--- src/rtl/rom_stream_loader_if.sv ---
// Bus bundle for rom_stream_loader: request, byte source and ioctl-style sink.
// master = loader side, slave = requester/source/core side.
interface rom_stream_loader_if;
    localparam int unsigned AW = 25;
    localparam int unsigned DW = 8;
    localparam int unsigned IW = 8;
    localparam int unsigned CKW = 16;

    logic           start;
    logic [IW-1:0]  index;
    logic [AW-1:0]  length;
    logic           src_valid;
    logic [DW-1:0]  src_data;
    logic           src_ready;
    logic           ioctl_wait;
    logic           ioctl_download;
    logic           ioctl_wr;
    logic [AW-1:0]  ioctl_addr;
    logic [DW-1:0]  ioctl_dout;
    logic [IW-1:0]  ioctl_index;
    logic           busy;
    logic           done;
    logic [CKW-1:0] checksum;

    modport master (
        input  start, index, length, src_valid, src_data, ioctl_wait,
        output src_ready, ioctl_download, ioctl_wr, ioctl_addr, ioctl_dout,
               ioctl_index, busy, done, checksum
    );

    modport slave (
        output start, index, length, src_valid, src_data, ioctl_wait,
        input  src_ready, ioctl_download, ioctl_wr, ioctl_addr, ioctl_dout,
               ioctl_index, busy, done, checksum
    );
endinterface

--- src/rtl/rom_stream_loader.sv ---
// rom_stream_loader: streams a byte source into an ioctl-style download window.
// Optional feature macro: LOADER_CHECKSUM_EN (running 16-bit byte sum on checksum).
// src_ready is combinational (state + ioctl_wait) so a stall blocks the handshake
// in the same cycle; every other output is a flop.
module rom_stream_loader #(
    parameter int unsigned WR_GAP      = 3,
    parameter int unsigned TAIL_CYCLES = 16
) (
    input  logic                 clk_sys,
    input  logic                 reset,
    rom_stream_loader_if.master  bus
);
    localparam int unsigned AW  = 25;
    localparam int unsigned DW  = 8;
    localparam int unsigned IW  = 8;
    localparam int unsigned CW  = 8;
    localparam int unsigned CKW = 16;

    // The FETCH cycle is the last of the WR_GAP idle cycles, so GAP itself lasts WR_GAP-1.
    localparam int unsigned GAP_CYCLES = (WR_GAP > 1) ? WR_GAP - 1 : 0;
    localparam bit          SKIP_GAP   = (GAP_CYCLES == 0);
    localparam logic [CW-1:0] GAP_LOAD  = CW'((GAP_CYCLES > 0) ? GAP_CYCLES - 1 : 0);
    localparam logic [CW-1:0] TAIL_LOAD = CW'(TAIL_CYCLES - 1);

    localparam logic [2:0] S_IDLE  = 3'd0;
    localparam logic [2:0] S_ARM   = 3'd1;
    localparam logic [2:0] S_FETCH = 3'd2;
    localparam logic [2:0] S_WRITE = 3'd3;
    localparam logic [2:0] S_GAP   = 3'd4;
    localparam logic [2:0] S_TAIL  = 3'd5;

    logic [2:0]    state_q,    state_d;
    logic [CW-1:0] cnt_q,      cnt_d;
    logic [AW-1:0] addr_q,     addr_d;
    logic [AW-1:0] length_q,   length_d;
    logic [DW-1:0] dout_q,     dout_d;
    logic [IW-1:0] index_q,    index_d;
    logic          download_q, download_d;
    logic          wr_q,       wr_d;
    logic          busy_q,     busy_d;
    logic          done_q,     done_d;
    logic          src_ready_c;
    logic          last_c;
    logic          wr_done_c;

    assign last_c    = (addr_q == length_q - AW'(1));
    assign wr_done_c = (state_q == S_WRITE && SKIP_GAP) || (state_q == S_GAP && cnt_q == '0);

    // Next-state, datapath and registered-output decode.
    always_comb begin
        state_d     = state_q;
        cnt_d       = cnt_q;
        addr_d      = addr_q;
        length_d    = length_q;
        dout_d      = dout_q;
        index_d     = index_q;
        src_ready_c = 1'b0;

        case (state_q)
            S_IDLE: begin
                if (bus.start && bus.length != '0) begin
                    index_d  = bus.index;
                    length_d = bus.length;
                    addr_d   = '0;
                    state_d  = S_ARM;
                end
            end
            S_ARM:   state_d = S_FETCH;
            S_FETCH: begin
                src_ready_c = !bus.ioctl_wait;
                if (bus.src_valid && src_ready_c) begin
                    dout_d  = bus.src_data;
                    state_d = S_WRITE;
                end
            end
            S_WRITE: begin
                if (!SKIP_GAP) begin
                    cnt_d   = GAP_LOAD;
                    state_d = S_GAP;
                end
            end
            S_GAP: begin
                if (cnt_q != '0) cnt_d = cnt_q - CW'(1);
            end
            S_TAIL: begin
                if (cnt_q == '0) state_d = S_IDLE;
                else             cnt_d   = cnt_q - CW'(1);
            end
            default: state_d = S_IDLE;
        endcase

        // End of a write slot: advance the address, then next byte or tail.
        if (wr_done_c) begin
            addr_d = addr_q + AW'(1);
            if (last_c) begin
                cnt_d   = TAIL_LOAD;
                state_d = S_TAIL;
            end else begin
                state_d = S_FETCH;
            end
        end

        download_d = (state_d != S_IDLE);
        busy_d     = (state_d != S_IDLE);
        wr_d       = (state_d == S_WRITE);
        done_d     = (state_q == S_TAIL) && (state_d == S_IDLE);
    end

    // State and output registers with synchronous reset.
    always_ff @(posedge clk_sys) begin
        if (reset) begin
            state_q    <= S_IDLE;
            cnt_q      <= '0;
            addr_q     <= '0;
            length_q   <= '0;
            dout_q     <= '0;
            index_q    <= '0;
            download_q <= 1'b0;
            wr_q       <= 1'b0;
            busy_q     <= 1'b0;
            done_q     <= 1'b0;
        end else begin
            state_q    <= state_d;
            cnt_q      <= cnt_d;
            addr_q     <= addr_d;
            length_q   <= length_d;
            dout_q     <= dout_d;
            index_q    <= index_d;
            download_q <= download_d;
            wr_q       <= wr_d;
            busy_q     <= busy_d;
            done_q     <= done_d;
        end
    end

`ifdef LOADER_CHECKSUM_EN
    logic [CKW-1:0] checksum_q, checksum_d;

    // Clear on accepted start, accumulate the byte being written.
    always_comb begin
        checksum_d = checksum_q;
        if (state_q == S_IDLE && state_d == S_ARM) checksum_d = '0;
        else if (state_q == S_WRITE)               checksum_d = checksum_q + CKW'(dout_q);
    end

    // Checksum register.
    always_ff @(posedge clk_sys) begin
        if (reset) checksum_q <= '0;
        else       checksum_q <= checksum_d;
    end

    assign bus.checksum = checksum_q;
`else
    assign bus.checksum = CKW'(0);
`endif

    assign bus.src_ready      = src_ready_c;
    assign bus.ioctl_download = download_q;
    assign bus.ioctl_wr       = wr_q;
    assign bus.ioctl_addr     = addr_q;
    assign bus.ioctl_dout     = dout_q;
    assign bus.ioctl_index    = index_q;
    assign bus.busy           = busy_q;
    assign bus.done           = done_q;
endmodule

--- src/flat_wrapper.sv ---
// flat-port wrapper written by rule: the top's interface ports become plain ports
module rom_stream_loader_flat 
#(
    parameter int unsigned WR_GAP      = 3,
    parameter int unsigned TAIL_CYCLES = 16
)
  (clk_sys, reset, bus_start, bus_index, bus_length, bus_src_valid, bus_src_data, bus_ioctl_wait, bus_src_ready, bus_ioctl_download, bus_ioctl_wr, bus_ioctl_addr, bus_ioctl_dout, bus_ioctl_index, bus_busy, bus_done, bus_checksum);
  rom_stream_loader_if bus_i ();
  input  logic clk_sys;
  input  logic reset;
  input wire logic [$bits(bus_i.start)-1:0] bus_start;
  input wire logic [$bits(bus_i.index)-1:0] bus_index;
  input wire logic [$bits(bus_i.length)-1:0] bus_length;
  input wire logic [$bits(bus_i.src_valid)-1:0] bus_src_valid;
  input wire logic [$bits(bus_i.src_data)-1:0] bus_src_data;
  input wire logic [$bits(bus_i.ioctl_wait)-1:0] bus_ioctl_wait;
  output wire logic [$bits(bus_i.src_ready)-1:0] bus_src_ready;
  output wire logic [$bits(bus_i.ioctl_download)-1:0] bus_ioctl_download;
  output wire logic [$bits(bus_i.ioctl_wr)-1:0] bus_ioctl_wr;
  output wire logic [$bits(bus_i.ioctl_addr)-1:0] bus_ioctl_addr;
  output wire logic [$bits(bus_i.ioctl_dout)-1:0] bus_ioctl_dout;
  output wire logic [$bits(bus_i.ioctl_index)-1:0] bus_ioctl_index;
  output wire logic [$bits(bus_i.busy)-1:0] bus_busy;
  output wire logic [$bits(bus_i.done)-1:0] bus_done;
  output wire logic [$bits(bus_i.checksum)-1:0] bus_checksum;
  assign bus_i.start = bus_start;
  assign bus_i.index = bus_index;
  assign bus_i.length = bus_length;
  assign bus_i.src_valid = bus_src_valid;
  assign bus_i.src_data = bus_src_data;
  assign bus_i.ioctl_wait = bus_ioctl_wait;
  assign bus_src_ready = bus_i.src_ready;
  assign bus_ioctl_download = bus_i.ioctl_download;
  assign bus_ioctl_wr = bus_i.ioctl_wr;
  assign bus_ioctl_addr = bus_i.ioctl_addr;
  assign bus_ioctl_dout = bus_i.ioctl_dout;
  assign bus_ioctl_index = bus_i.ioctl_index;
  assign bus_busy = bus_i.busy;
  assign bus_done = bus_i.done;
  assign bus_checksum = bus_i.checksum;
  rom_stream_loader #(.WR_GAP(WR_GAP), .TAIL_CYCLES(TAIL_CYCLES)) u_core (.clk_sys(clk_sys), .reset(reset), .bus(bus_i));
endmodule
--- config.mk ---
export PLATFORM = sky130hd
export DESIGN_NAME = rom_stream_loader_flat
export DESIGN_NICKNAME = d
export VERILOG_FILES = /design/src/rtl/rom_stream_loader_if.sv /design/src/rtl/rom_stream_loader.sv /design/src/flat_wrapper.sv
export SDC_FILE = /design/constraint.sdc
export NUM_CORES = 1
export LEC_CHECK = 0
export BUFFER_PORTS_ARGS = -buffer_cell sky130_fd_sc_hd__buf_2
export CORE_ASPECT_RATIO = 1.2
export CORE_MARGIN = 1
export CORE_UTILIZATION = 58
export DETAILED_ROUTE_END_ITERATION = 7
export HOLD_SLACK_MARGIN = 0.03
export PLACE_DENSITY = 0.9
export SLEW_MARGIN = 20
export SYNTH_ARGS = -nofsm -noshare
export SYNTH_HDL_FRONTEND = slang
export SYNTH_SLANG_ARGS = --single-unit
--- constraint.sdc ---
create_clock -name clk_sys -period 5.4 [get_ports clk_sys]
set_input_delay 0.27 -clock clk_sys [delete_from_list [all_inputs] [get_ports clk_sys]]
set_output_delay 0.27 -clock clk_sys [all_outputs]
set_load 0.02 [all_outputs]
---- Word level (Yosys, flattened, before mapping) ----
Cells that the tools add are included.
storage, ports and cells
  flip-flop bits (word level) ............. 80
  input bits .............................. 46
  output and inout bits ................... 62
  word-level logic and storage cells ...... 50
operators by class
  add/subtract/negate cells ............... 3
  eq/ne operators ......................... 7
  multiplexer cells ....................... 15
  reductions and logical operators ........ 16
operators by type and width
  cell                                                 number
  two-way mux 25 bit                                   3
  two-way mux 8 bit                                    4
  adder 25 x 1 -> 25 bit, second input constant        1
  equality test 25 bit                                 1
  nonzero test 25 bit                                  1
  subtractor 25 x 1 -> 25 bit, second input constant   1
  case mux 8 bit (3 select lines)                      1
  case mux 3 bit (6 select lines)                      1
  two-way mux 3 bit                                    5
  equality test 3 x 2 -> 1 bit, second input constant  3
  zero test 8 bit                                      1
  nonzero test 8 bit                                   1
  subtractor 8 x 1 -> 8 bit, second input constant     1
  equality test 3 bit, second input constant           2
  zero test 3 bit                                      2
  AND reduction 2 bit                                  3
  logical AND 1 bit                                    4
  nonzero test 2 bit                                   2
  equality test 3 x 1 -> 1 bit, second input constant  1
  nonzero test 3 bit                                   1
  zero test 1 bit                                      1
  two-way mux 1 bit                                    1

---- Longest topological paths before layout ----
Gate-level depths: netlist of the first run.
  depth in word-level cells ............... 7
  depth in mapped cells ................... 10
  mapped depth without buffers ............ 9

---- Worst setup path before layout of the first run ----
Ideal clock, no wire load.
  path type ............................... register -> register
  start ................................... register u_core.length_q[0]
  end ..................................... register u_core.cnt_q[2]
  setup time .............................. 0.133 ns
  data arrival time ....................... 2.332 ns
  data required time ...................... 5.267 ns
  slack ................................... 2.935 ns
  cell stages (with the launch flop) ...... 9
  buffers on the path ..................... 1
  clock period less this slack ............ 2.465 ns
  cell sequence ........................... dfxtp_1 -> or4_1 -> buf_2 -> or4_4 -> or3_1 -> a32oi_1 -> o31ai_1 -> nand4_1 -> o21ai_0
between the ends
  word-level cells in the longest chain between the ends .. 4
ends and longest elaborated chain
  item                         RTL line                  text
  start: declaration           rom_stream_loader.sv:35   logic [AW-1:0] length_q, length_d;
  start signal: assignment     rom_stream_loader.sv:126  length_q <= length_d;
  subtractor 25 x 1 -> 25 bit  rom_stream_loader.sv:46   assign last_c = (addr_q == length_q - AW'(1));
  equality test 25 bit         rom_stream_loader.sv:46
  two-way mux 8 bit            rom_stream_loader.sv:95   if (last_c) begin
  two-way mux 8 bit            rom_stream_loader.sv:93   if (wr_done_c) begin
  end signal: assignment       rom_stream_loader.sv:124  cnt_q <= cnt_d;
  end: declaration             rom_stream_loader.sv:33   logic [CW-1:0] cnt_q, cnt_d;
Every way passes these cells.
A chain may end at the register's enable or synchronous reset.

---- Worst setup path after layout of the first run ----
  start ................................... register u_core.cnt_q[0]
  end ..................................... register u_core.cnt_q[0]
between the ends
  word-level cells in the longest chain between the ends .. 5
  elaborated cells between the ends (all ways) .. 9
  classes of those cells .................. add/sub: 1; mux: 5; reduce/logical: 3
ends and longest elaborated chain
  item                                               RTL line                                          text
  subtractor 8 x 1 -> 8 bit (tied with other cells)  rom_stream_loader.sv:83, rom_stream_loader.sv:87
  two-way mux 8 bit, on equally long branches        rom_stream_loader.sv:86, rom_stream_loader.sv:83
  case mux 8 bit (3 select lines)                    rom_stream_loader.sv:59                           case (state_q)
  two-way mux 8 bit                                  rom_stream_loader.sv:95
  two-way mux 8 bit *                                rom_stream_loader.sv:93
Mark *: on every way between the ends. The rest lies on a longest branch, timed or not.

==> results of run 1 <==
placed cells by master (no fill, tap or decap), drive strengths merged, types with 9 or more instances in the layout:
cell type and instances:
a21oi 28, inv 11, xnor2 24, nand3 18
xor2 14, nor2 75, clkbuf 9, mux2i 33
nor3 17, or3 13, o211ai 10, conb 16
o21ai 17, dfxtp 80, nand2 46, or4 9
buf 93, nor4 15, nand4 9
cells in the mapped netlist, types with 15 or more instances:
cell	n	area, µm²
dfxtp_1	80	1600
nor2_1	75	282
nand2_1	46	173
mux2i_1	33	330
a21oi_1	28	140
clkbuf_1	24	90.1
xnor2_1	24	210
nand3_1	18	90.1
buf_4	17	128
o21ai_0	16	80.1
nor3_1	15	75.1
nor4_1	15	93.8
per-stage QoR:
step	power (W)	instances	hold slack, ns	util	area (µm²)
global route	0.00150	700	0.132	0.686	4990
finish	0.00144	700	0.127	0.686	4990
detailed placement	0.000937	684	0.447	0.654	4760
global placement	0.000927	684	0.441	0.654	4760
floorplan	0.000878	544	0.406	-	4400
CTS	0.00144	700	0.123	0.686	4990
state kept, by name (all words and copies together) (netlist names):
| register | count |
|---|---|
| u_core.bus.ioctl_addr | 25 |
| u_core.bus.ioctl_download | 1 |
| u_core.cnt_q | 8 |
| u_core.state_q | 3 |
| u_core.bus.ioctl_wr | 1 |
| u_core.bus.done | 1 |
| u_core.bus.ioctl_dout | 8 |
| u_core.length_q | 25 |
| u_core.bus.ioctl_index | 8 |
power breakdown:
part	internal, W	total (W)	switching [W]
logic	0.000116	0.000285	0.000170
clock network	0.000266	0.000505	0.000240
registers	0.000615	0.000646	0.0000309
worst min-delay path by stage:
stage / start / to / cells past startpoint
2_1_floorplan: bus_index[0] / u_core.bus.ioctl_index[0] / 2
5_1_grt: bus_src_data[7] / u_core.bus.ioctl_dout[7] / 3
3_3_place_gp: u_core.bus.ioctl_index[4] / u_core.bus.ioctl_index[4] / 2
4_1_cts: bus_index[6] / u_core.bus.ioctl_index[6] / 3
6_report: bus_index[6] / u_core.bus.ioctl_index[6] / 3
3_5_place_dp: u_core.bus.ioctl_index[1] / u_core.bus.ioctl_index[1] / 2
layout make-up:
type | count | area, µm²
repair buffers | 93 | 470
clock inverters | 7 | 104
multi-input cells | 412 | 2540
well taps | 90 | 113
clock buffers | 9 | 124
inverters | 9 | 33.8
flip-flops and latches | 80 | 1600
fillers | 561 | 2290
per-layer routing:
metal | share of wire | global-route usage | routed length [µm] | up-vias
li1 | - | - | - | 1997
met1 | 0.39 | 0.347 | 4250 | 1983
met2 | 0.50 | 0.480 | 5440 | 186
met3 | 0.059 | 0.0528 | 638 | 46
met4 | 0.045 | 0.161 | 488 | 0
met5 | 0 | 0 | 0 | -
critical path, cell delays in order, from the launching register on:
cell and delay, ns:
dfxtp_1 0.32, inv_1 0.11, ha_1 0.16, nor4b_2 0.38
nand3_1 0.51, nor3_1 0.35, nand4_1 0.14, a2111oi_2 0.40
nand4_1 0.25, o21ai_0 0.13
kinds of logic after synthesis:
kind of cell | count (synthesis)
flip-flops | 80
AND/OR/NAND/NOR | 237
adder cells (fa/ha/maj) | 4
AO/OA/AOI/OAI | 77
multiplexers | 40
other | 1
XOR/XNOR | 38
buffers and inverters | 52
==> impl_metrics.env, run 1 <==
export IMPL_outcome="finished clean"
export IMPL_start_util=0.598
export IMPL_final_antenna_net_count=0
export IMPL_rsz0062_at_grt="false"
export IMPL_start_kind="flop"
export IMPL_h_tree_depth=3
export IMPL_synth_fa_ha_area_frac=0.0115
export IMPL_critPathCapture="u_core.cnt_q[0]"
export IMPL_r2r_start="u_core.cnt_q[0]"
export IMPL_drc=0
export IMPL_dr_pass1_iters=5
export IMPL_arrival_ns=3.13
export IMPL_final_min_clock_period_ns=2.84
export IMPL_hold_buffers=0
export IMPL_crit_path_start="u_core.cnt_q[0]"
export IMPL_netlist_instances=529
export IMPL_cts_root_buf="clkbuf_8"
export IMPL_die_y_um=96.8
export IMPL_slew_viol_final=0
export IMPL_grt_overflow=0
export IMPL_r2r_end="u_core.cnt_q[0]"
export IMPL_fin_skew_ns=0.0122
export IMPL_ys_types=56
export IMPL_wire_per_inst_um=15.5
export IMPL_synth_area_um2=4350
export IMPL_synth_edf_count=0
export IMPL_syn_area_per_cell_um2=8.22
export IMPL_hp_class="input port to flop"
export IMPL_vias_per_cell=6.02
export IMPL_synth_top_family_by_area="simple AND/OR/NAND/NOR gates"
export IMPL_cts_tree="yes"
export IMPL_ios=108
export IMPL_core_um2=7270
export IMPL_vias=4212
export IMPL_globalplace_congestion=0.874
export IMPL_synthToLayoutAreaGrowth_pct=14.7
export IMPL_muxShareOfSynthArea=0.0941
export IMPL_p_leak_nw=2.19
export IMPL_timing_fmax_mhz=353
export IMPL_r2r_slack_ns=2.56
export IMPL_synth_simple_area_share=0.278
export IMPL_dieArea_um2=7850
export IMPL_path_clk_slew_ns=0.09
export IMPL_diodes=0
export IMPL_grt_pass1_wl_um=17900
export IMPL_grt_usage=0.291
export IMPL_max_cap_viol_count=0
export IMPL_insertion_delay_ns=0.37
export IMPL_rr_worst_depth=9
export IMPL_critical_path_endpoint_type="flop"
export IMPL_post_place_ws_ns=2.64
export IMPL_final_nets=655
export IMPL_synth_warnings=0
export IMPL_synth_xor_xnor_area_share=0.0765
export IMPL_powerDensity_nw_per_um2=288
export IMPL_crit_required_ns=5.69
export IMPL_async_flop_share=0
export IMPL_crit_type="flop to flop"
export IMPL_clockBufferDepth=2
export IMPL_ys_seq_elements=80
export IMPL_cts_buffers=9
export IMPL_seq_area_frac_synth=0.368
export IMPL_max_vdd_ir_drop_mv=0.265
export IMPL_ctsResizeCount=0
export IMPL_drt_total_wl_um=10800
export IMPL_worst_pin_slew_ns=0.784
export IMPL_post_cts_buffers=0
export IMPL_hold_viol=0
export IMPL_drtIter0Drc=313
export IMPL_antenna_found_initial=0
export IMPL_worst_slack_ns=2.56
export IMPL_grt_max_degree=79
export IMPL_portBuffers=91
export IMPL_setup_viol=0
export IMPL_grt_pass1_vias=3839
export IMPL_setup_tns_ns=0
export IMPL_synth_compound_area_frac=0.110
export IMPL_die_x_um=81.0
export IMPL_slew_limit_headroom=0.477
export IMPL_cts_sinks=80
export IMPL_row_count=34
export IMPL_layout_drive_gt1_share=0.203
export IMPL_dp_hpwl_um=7710
export IMPL_fin_crit_sh=0.525
export IMPL_yosys_most_used_dff="dfxtp_1"
export IMPL_cp_max_fo=14
Note: power is estimated with default switching activity, not from simulation.
==> inputs of run 2 (changes only) <==
CORE_UTILIZATION = 48   (was 58)
PLACE_DENSITY = 0.8   (was 0.9)
clock period = 2.6 ns   (was 5.4 ns; I/O delays follow)
==> impl_metrics.env, run 2 (synthesis gave the netlist of run 1 again) <==
export IMPL_insertion_delay_ns=0.37
export IMPL_path_buf_inv=1
export IMPL_layout_drive_gt1_share=0.254
export IMPL_grt_pass1_vias=4091
export IMPL_max_vdd_ir_drop_mv=0.346
export IMPL_outcome="finished clean"
export IMPL_start_util=0.500
export IMPL_row_count=37
export IMPL_grt_usage=0.255
export IMPL_worst_pin_slew_ns=0.709
export IMPL_dp_hpwl_um=8190
export IMPL_crit_type="flop to flop"
export IMPL_hp_class="input port to flop"
export IMPL_cts_tree="yes"
export IMPL_p_total_w=0.00294
export IMPL_drt_total_wl_um=12100
export IMPL_critical_path_endpoint_type="flop"
export IMPL_grt_pass1_wl_um=18600
export IMPL_crit_required_ns=2.90
export IMPL_setup_viol=0
export IMPL_globalplace_congestion=0.984
export IMPL_synthToLayoutAreaGrowth_pct=28.5
export IMPL_vias_per_cell=5.54
export IMPL_p_int_w=0.00199
export IMPL_swShare=0.323
export IMPL_max_cap_viol_count=0
export IMPL_diodes=0
export IMPL_clockBufferDepth=2
export IMPL_drtIter0Drc=285
export IMPL_die_x_um=88.9
export IMPL_portBuffers=91
export IMPL_ios=108
export IMPL_grt_max_degree=43
export IMPL_path_clk_slew_ns=0.09
export IMPL_slowest_stage="or4_4"
export IMPL_max_stage_delay_ns=0.61
export IMPL_dp_cells=733
export IMPL_final_antenna_net_count=0
export IMPL_start_kind="flop"
export IMPL_timing_fmax_mhz=389
export IMPL_mostFrequentLayoutCells="buf_2 (91), dfxtp_1 (77), nor2_1 (75)"
export IMPL_seqPwrFrac=0.453
export IMPL_final_nets=711
export IMPL_final_min_clock_period_ns=2.57
export IMPL_vias=4336
export IMPL_fin_crit_sh=0.990
export IMPL_powerDensity_nw_per_um2=526
export IMPL_slew_limit_headroom=0.528
export IMPL_h_tree_depth=3
export IMPL_cts_root_buf="clkbuf_8"
export IMPL_wire_per_inst_um=15.4
export IMPL_pwr_share_comb=0.269
export IMPL_rsz0062_at_grt="true"
export IMPL_core_um2=8700
export IMPL_power_switching_w=0.000949
export IMPL_grt_overflow=0
export IMPL_critPathTopFamily="simple AND/OR/NAND/NOR gates"
export IMPL_path_cells="or4_4 > buf_6 > or3_4 > or4_1 > a31oi_1 > nand4_1 > o21ai_1"
export IMPL_dieArea_um2=9440
export IMPL_p_leak_nw=2.44
export IMPL_fin_cells=783
export IMPL_final_common_cell="buf_2"
export IMPL_dr_pass1_iters=5
export IMPL_fin_util=0.642
export IMPL_fin_skew_ns=0.0101
export IMPL_arrival_ns=2.87
export IMPL_drc=0
export IMPL_cp_max_fo=6
export IMPL_setup_tns_ns=0
export IMPL_hold_viol=0
export IMPL_cts_buffers=9
export IMPL_cts_sinks=80
export IMPL_die_y_um=106
export IMPL_slew_viol_final=0
export IMPL_power_share_clock=0.278
export IMPL_antenna_found_initial=0
-- run 2: cell count changes in the layout (fill, tap and decap cells not counted), moves of 4 or more --
cell           previous run  this run
o21ai_1                   1         5
buf_4                     2        25
nor4_1                   15        11
dlygate4sd3_1             0        29
o21ai_0                  16        12
-- run 2: path summary, 6_finish.rpt --
check	from	endpoint	slack (ns)	cells after the start
setup / recovery	u_core.length_q[4]	u_core.cnt_q[3]	0.03	7
setup reg to reg	u_core.length_q[4]	u_core.cnt_q[3]	0.03	7
hold reg to reg	u_core.bus.ioctl_index[2]	u_core.bus.ioctl_index[2]	0.46	2
hold / removal	bus_length[7]	u_core.length_q[7]	0.03	3
-- run 2: routing by layer --
layer	vias up	track usage	share of wire
met5	-	0	0
met4	0	0.158	0.042
met3	40	0.0303	0.037
met2	139	0.443	0.51
met1	2048	0.292	0.41
li1	2109	-	-
-- run 2: cell type report --
class | count | area (µm²)
fillers | 711 | 3120
multi-input cells | 412 | 2650
flip-flops and latches | 80 | 1610
repair buffers | 149 | 987
well taps | 117 | 146
clock buffers | 11 | 131
clock inverters | 5 | 33.8
inverters | 9 | 33.8
-- run 2: timing repair --
| item | 4_1_cts | 5_1_grt |
|---|---|---|
| setup endpoints to repair | 7 | 7 |
| gates cloned | 0 | 0 |
| gates resized for setup | 1 | 33 |
| buffers inserted | 0 | 5 |
| pin swaps | 0 | 8 |
| hold buffers | 29 | 0 |
| hold endpoints to repair | 29 | 0 |
-- run 2: power by group through the flow --
stage / combinational (W) / sequential [W] / clock [W]
3_5_place_dp: 0.000643 / 0.00136 / 0
4_1_cts: 0.000682 / 0.00133 / 0.000825
5_1_grt: 0.000851 / 0.00134 / 0.000884
3_3_place_gp: 0.000627 / 0.00135 / 0
2_1_floorplan: 0.000459 / 0.00136 / 0
6_report: 0.000790 / 0.00133 / 0.000816
-- run 2: worst min-delay path, cell delays in order --
cell	delay (ns)
buf_2	0.09
mux2i_1	0.06
nor2_1	0.08
-- run 2: per-stage QoR --
stage | instance area, µm² | hold slack (ns) | worst slack (ns)
final | 5590 | 0.0311 | 0.0265
after global routing | 5590 | 0.0401 | -0.0269
after CTS | 5430 | 0.0310 | 0.0139
after detailed placement | 4970 | 0.370 | 0.0323
after global placement | 4970 | 0.360 | 0.0756
after floorplan | 4400 | 0.266 | 0.135
